### src/rtl/adder_slice_sequencer.sv
// Wide adder built by sequencing one external 7-bit slice over NUM_SLICES chunks, LSB chunk first.
// Optional signed-overflow output is built only when SEQ_OVERFLOW_EN is defined.
module adder_slice_sequencer #(
  parameter int NUM_SLICES = 4,
  localparam int W = 7 * NUM_SLICES
) (
  input  logic         clk,
  input  logic         rst,
  input  logic         in_valid,
  output logic         in_ready,
  input  logic [W-1:0] in_a,
  input  logic [W-1:0] in_b,
  input  logic         in_cin,
  output logic [6:0]   slice_a,
  output logic [6:0]   slice_b,
  output logic         slice_cin,
  output logic         slice_en,
  input  logic [6:0]   slice_sum,
  input  logic         slice_cout,
  output logic         out_valid,
  input  logic         out_ready,
  output logic [W-1:0] out_sum,
  output logic         out_cout
`ifdef SEQ_OVERFLOW_EN
  ,
  output logic         out_ovf
`endif
);

  localparam int IW = (NUM_SLICES > 1) ? $clog2(NUM_SLICES) : 1;
  localparam logic [IW-1:0] LAST_IDX = IW'(NUM_SLICES - 1);

  typedef enum logic [1:0] {IDLE, RUN, DONE} state_t;

  state_t        state_reg;
  logic [IW-1:0] idx_reg;
  logic          carry_reg;
  logic [W-1:0]  a_reg;
  logic [W-1:0]  b_reg;
  logic [6:0]    sum_chunk_reg [NUM_SLICES];
  logic [6:0]    a_chunk [NUM_SLICES];
  logic [6:0]    b_chunk [NUM_SLICES];
  logic          run;
  logic          done;

  assign run  = (state_reg == RUN);
  assign done = (state_reg == DONE);

  // Chunk views of the operands and assembly of the result, one 7-bit lane per slice step.
  for (genvar gi = 0; gi < NUM_SLICES; gi++) begin : g_chunk
    assign a_chunk[gi]          = a_reg[7*gi +: 7];
    assign b_chunk[gi]          = b_reg[7*gi +: 7];
    assign out_sum[7*gi +: 7]   = done ? sum_chunk_reg[gi] : 7'd0;
  end

  assign in_ready  = (state_reg == IDLE);
  assign slice_en  = run;
  assign slice_a   = run ? a_chunk[idx_reg] : 7'd0;
  assign slice_b   = run ? b_chunk[idx_reg] : 7'd0;
  assign slice_cin = run ? carry_reg : 1'b0;
  assign out_valid = done;
  assign out_cout  = done ? carry_reg : 1'b0;

`ifdef SEQ_OVERFLOW_EN
  logic ovf_reg;
  assign out_ovf = ovf_reg;
`endif

  always_ff @(posedge clk) begin
    if (rst) begin
      state_reg <= IDLE;
      idx_reg   <= '0;
      carry_reg <= 1'b0;
      for (int i = 0; i < NUM_SLICES; i++) sum_chunk_reg[i] <= 7'd0;
`ifdef SEQ_OVERFLOW_EN
      ovf_reg   <= 1'b0;
`endif
    end else begin
      case (state_reg)
        IDLE: begin
          if (in_valid) begin
            a_reg     <= in_a;
            b_reg     <= in_b;
            carry_reg <= in_cin;
            idx_reg   <= '0;
            state_reg <= RUN;
          end
        end
        RUN: begin
          sum_chunk_reg[idx_reg] <= slice_sum;
          carry_reg              <= slice_cout;
          if (idx_reg == LAST_IDX) begin
            state_reg <= DONE;
`ifdef SEQ_OVERFLOW_EN
            // Carry into the top bit is recovered from the top slice's sum and operand MSBs.
            ovf_reg   <= slice_cout ^ (slice_sum[6] ^ slice_a[6] ^ slice_b[6]);
`endif
          end else begin
            idx_reg <= idx_reg + IW'(1);
          end
        end
        DONE: begin
          if (out_ready) begin
            state_reg <= IDLE;
`ifdef SEQ_OVERFLOW_EN
            ovf_reg   <= 1'b0;
`endif
          end
        end
        default: state_reg <= IDLE;
      endcase
    end
  end

endmodule

### config.mk
export PLATFORM = sky130hd
export DESIGN_NAME = adder_slice_sequencer
export DESIGN_NICKNAME = d
export VERILOG_FILES = /design/src/rtl/adder_slice_sequencer.sv
export SDC_FILE = /design/constraint.sdc
export NUM_CORES = 1
export LEC_CHECK = 0
export CORE_UTILIZATION = 40
export CTS_BUF_LIST = sky130_fd_sc_hd__clkbuf_8
export CTS_CLUSTER_DIAMETER = 30
export DETAILED_ROUTE_END_ITERATION = 10
export GPL_TIMING_DRIVEN = 0
export PLACE_DENSITY_LB_ADDON = 0.25
export SLEW_MARGIN = 5
export SYNTH_ARGS = -nofsm -noshare
export SYNTH_HDL_FRONTEND = slang
export SYNTH_SLANG_ARGS = --single-unit
### constraint.sdc
create_clock -name clk -period 6.55 [get_ports clk]
set_clock_uncertainty 0.2 [all_clocks]
set_input_delay 0.9825 -clock clk [delete_from_list [all_inputs] [get_ports clk]]
set_output_delay 0.9825 -clock clk [all_outputs]
set_load 0.01 [all_outputs]
# Word level (Yosys, flattened, before mapping)
# Memories as Yosys holds them, arrays and structs flattened.
# Cells that the tools add are included.
# word_totals
reg_bits	61
latchBits	0
ram_bits	28
mem_bits_ro	0
inputBits	69
n_memories	1
# mem_list
memory	depth	width	rd	rd_clocked_by_memory_dff	write_ports	line_no	source
sum_chunk_reg	4	7	4	0	4	40	logic [6:0] sum_chunk_reg [NUM_SLICES];
# op_classes
add_sub_neg	1
multipliers	0
div	0
magnitude_cmp	1
n_eq_ne	7
shifts	0
muxes	31
bitwise_logic	2
n_reduce_logical	7
# ops
op	n
7-bit two-way mux	11
7-bit binary-select mux with 2-bit select	2
2-bit two-way mux	6
1-bit two-way mux	9
3-bit AND reduction	3
7-bit OR reduction	1
2-bit != test, second input constant	3
2-bit one-hot mux with 3 select lines	1
2-bit == test, second input constant	2
2-bit one-hot mux with 2 select lines	1
3-bit >= comparator, second input constant	1
2-bit inverter with 3-bit output	1
2-bit by 1-bit adder with 2-bit output, second input constant	1
2-bit by 1-bit == test with 1-bit output, second input constant	1
2-bit zero test	1
2-bit by 1-bit != test with 1-bit output, second input constant	1
1-bit one-hot mux with 2 select lines	1
2-bit AND reduction	1
2-bit nonzero test	1
1-bit inverter	1

# Logic depth before layout (Yosys ltp)
# depth
ltp_word	6
depth_mapped	5

# Worst setup path before layout
# Ideal clock, no wire load.
# synth_path
path_type	input-to-reg
startpoint	in in_valid
endpoint	reg a_reg[0] (enable)
t_arrival_ps	3755
t_required_ps	5880
path_slack_ps	2125
stages	2
path_buffers	0
path_cell_list	or3b_1 nor2_1
# synth_via
elab_chain_cells	1
# synth_lines
item	line_no	source
from (decl)	9	input logic in_valid,
3-bit AND reduction (no line)	n/a	
to (signal assigned)	82	a_reg <= in_a;
to (decl)	38	logic [W-1:0] a_reg;
# Every way passes these cells.
# A chain may end at the register's enable or synchronous reset.

# Worst setup path in the final report
# layout_path
startpoint	reg state_reg[1]
endpoint	out out_cout
# layout_via
elab_chain_cells	2
# layout_lines
item	line_no	source
from (decl)	35	state_t state_reg;
from (signal assigned)	71	state_reg <= IDLE;
from (signal assigned)	86	state_reg <= RUN;
from (signal assigned)	93	state_reg <= DONE;
2-bit == test	47	assign done = (state_reg == DONE);
1-bit two-way mux	62	assign out_cout = done ? carry_reg : 1'b0;
to (decl)	23	output logic out_cout
# Every way passes these cells.

==> flow_metrics.py <==
metrics = {
    "sta": {
        "post-route-period-util": 0.521,
        "fin_setup_tns_ns": 0,
        "finalMaxSlewViolations": 0,
        "layout_min_cycle_time_ns": 3.41,
        "slew_headroom": 0.348,
        "hold_viol_final": 0,
        "setup_violations": 0,
        "worst_pin_slew_ns": 0.968,
        "rsz0062_at_grt": "no",
        "max_freq_ghz": 0.293,
    },
    "power_and_ir_drop": {
        "p_leak_uw": 0.00184,
        "powerDensity_nw_per_um2": 219,
        "peakVddDrop_uv": 138,
    },
    "detailed_routing": {
        "dr_total_vias": 2204,
        "drt_iter0_drc": 135,
        "drc": 18,
        "wirelength_mm": 6.88,
        "dr.pass1.iters": 8,
        "post_drt_wl_per_cell_um": 15.0,
        "postRouteAntennaNets": 0,
        "viasPerCell": 4.80,
    },
    "synth": {
        "synth.most_common_cell": "edfxtp_1",
        "syn_inst": 220,
        "ys_warn_count": 0,
        "avgSynthCellArea_um2": 16.6,
        "yosys-top-cells-area": "edfxtp_1 (69%), and2_1 (11%), mux4_2 (8.6%)",
        "synth_top_cells_by_count": "edfxtp_1 (84), and2_1 (65), mux4_2 (14)",
        "synth_ff_type": "edfxtp_1",
        "synth_seq_cells": 89,
        "ys_async_sr_fraction": 0,
        "synth.distinct_cells": 27,
        "synth_top_area_frac": 0.690,
        "yosysSeqAreaShare": 0.717,
        "synthesis.nets": 290,
        "synthesis.area_um2": 3660,
        "synth_edf_count": 84,
        "synth.largest_area_cell": "edfxtp_1",
    },
    "clocking": {
        "cts_buffer_depth": 2,
        "clk_pin_slew_ns": 0.08,
        "postCtsSetupBuffers": 0,
        "clk_latency_ns": 0.35,
        "clock-sinks": 89,
        "post_cts_resized": 0,
        "cts_tree": "built",
        "ctsHoldBuffers": 0,
        "clk_root_buffer_cell": "clkbuf_8",
        "htree_num_levels": 3,
        "cts_made_buffers": 9,
    },
    "die": {
        "rows": 34,
        "die_h_um": 97.6,
        "initial_core_util": 0.415,
        "dieArea_um2": 9530,
        "die_x_um": 97.6,
        "coreArea_um2": 8810,
        "ios": 116,
    },
    "job": {
        "max-cap-violations": 0,
    },
    "setup_path": {
        "path_class": "reg2out",
        "slowest_delay_ns": 0.56,
        "cp_max_fo": 10,
        "crit_slowest_cell": "clkdlybuf4s50_1",
        "rrSetupSlack_ns": 4.21,
        "start_kind": "flip-flop",
        "path_cells": "nor2b_1 -> clkbuf_1 -> and2_1 -> clkdlybuf4s50_1",
        "r2r_start": "state_reg[0]",
        "r2r_cells": 3,
        "worstPathRequired_ns": 5.37,
        "end_kind": "primary output",
        "crit_arrival_ns": 2.23,
        "r2r_end": "a_reg[19]",
    },
    "global_route": {
        "grt_pass1_wl_mm": 11.0,
        "antenna_found_initial": 0,
        "track_usage": 0.154,
        "grt_max_degree": 33,
        "grt_pass1_vias": 2325,
        "grt.overflow.total": 0,
    },
    "finish": {
        "diodes": 0,
        "instances_no_fill": 459,
        "area_growth_pct": 40.5,
        "drive_gt1_frac": 0.108,
        "nets": 416,
    },
    "place": {
        "post-place-cells": 443,
        "hpwlAfterDp_mm": 4.98,
        "io_buffers": 114,
        "place_congestion": 0.720,
    },
    "hold_path": {
        "whs_path_depth": 1,
        "min_path_type": "reg2reg",
        "hold_start": "state_reg[1]",
        "hold_path_end": "state_reg[0]",
    },
    "status": {
        "outcome": "finished, violations left",
        "violations": "design-rule violations",
    },
}
## layer usage
metal  GRT usage  vias up  share of wire
li1            -     1061              -
met1       0.174     1037           0.41
met2       0.273       92           0.51
met3      0.0460       14          0.070
met4      0.0583        0          0.018
met5           0        -              0
## worst max-delay path by stage
stage,end,startpoint,cells after the start,slack [ns]
2_1_floorplan,a_reg[0],in_valid,2,2.12
3_3_place_gp,b_reg[4],in_valid,3,0.75
3_5_place_dp,a_reg[10],in_valid,4,3.16
4_1_cts,out_cout,state_reg[1],4,3.08
5_1_grt,out_sum[3],state_reg[1],4,2.95
6_report,out_cout,state_reg[1],4,3.14
## cells by family (layout without fill, tap and decap cells)
kind of cell,after synthesis,after routing,synth area share
adder cells (fa/ha/maj),1,1,0.00342
multiplexers,16,16,0.0917
buffers and inverters,15,146,0.0216
AO/OA/AOI/OAI,8,8,0.0144
AND/OR/NAND/NOR,91,91,0.152
flip-flops,89,89,0.717
## power breakdown
group          leakage [uW]  switching [uW]  internal [uW]
combinational      0.000884            46.7           74.3
sequential         0.000849            6.64            650
clock              0.000111             176            169
## layout by cell type (no fill, tap or decap), types with 5 or more instances in the layout
cell	n
mux4_2	14
clkbuf_8	9
and2_1	65
edfxtp_1	84
dfxtp_1	5
buf_2	6
clkdlybuf4s50_1	114
and3_1	9
inv_1	9
## final cells by class
cell class | count | area (um^2)
Tap cell | 108 | 135
Timing Repair Buffer | 115 | 1160
Clock inverter | 7 | 52.6
Fill cell | 715 | 3670
Sequential cell | 89 | 2620
Inverter | 4 | 15.0
Buffer | 11 | 63.8
Clock buffer | 9 | 124
Multi-Input combinational cell | 116 | 963
## per-stage QoR
step | hold WS [ns] | cell area (um^2) | total power (uW) | setup slack [ns] | utilization
final | 0.356 | 5140 | 1120 | 3.14 | 0.583
after global placement | 0.331 | 4930 | 790 | 0.749 | 0.560
after global routing | 0.401 | 5140 | 1160 | 2.95 | 0.583
after floorplan | 0.290 | 3660 | 721 | 2.12 | -
after CTS | 0.352 | 5140 | 1130 | 3.08 | 0.583
after detailed placement | 0.335 | 4960 | 793 | 3.16 | 0.563
## critical path: cells and delay by family, from the launching register on
| family | cells | cell delay [ns] |
|---|---|---|
| buf+inv | 2 | 0.94 |
| simple gates | 2 | 0.51 |
| flops | 1 | 0.43 |
No activity file was read; power rests on OpenSTA's default activity.
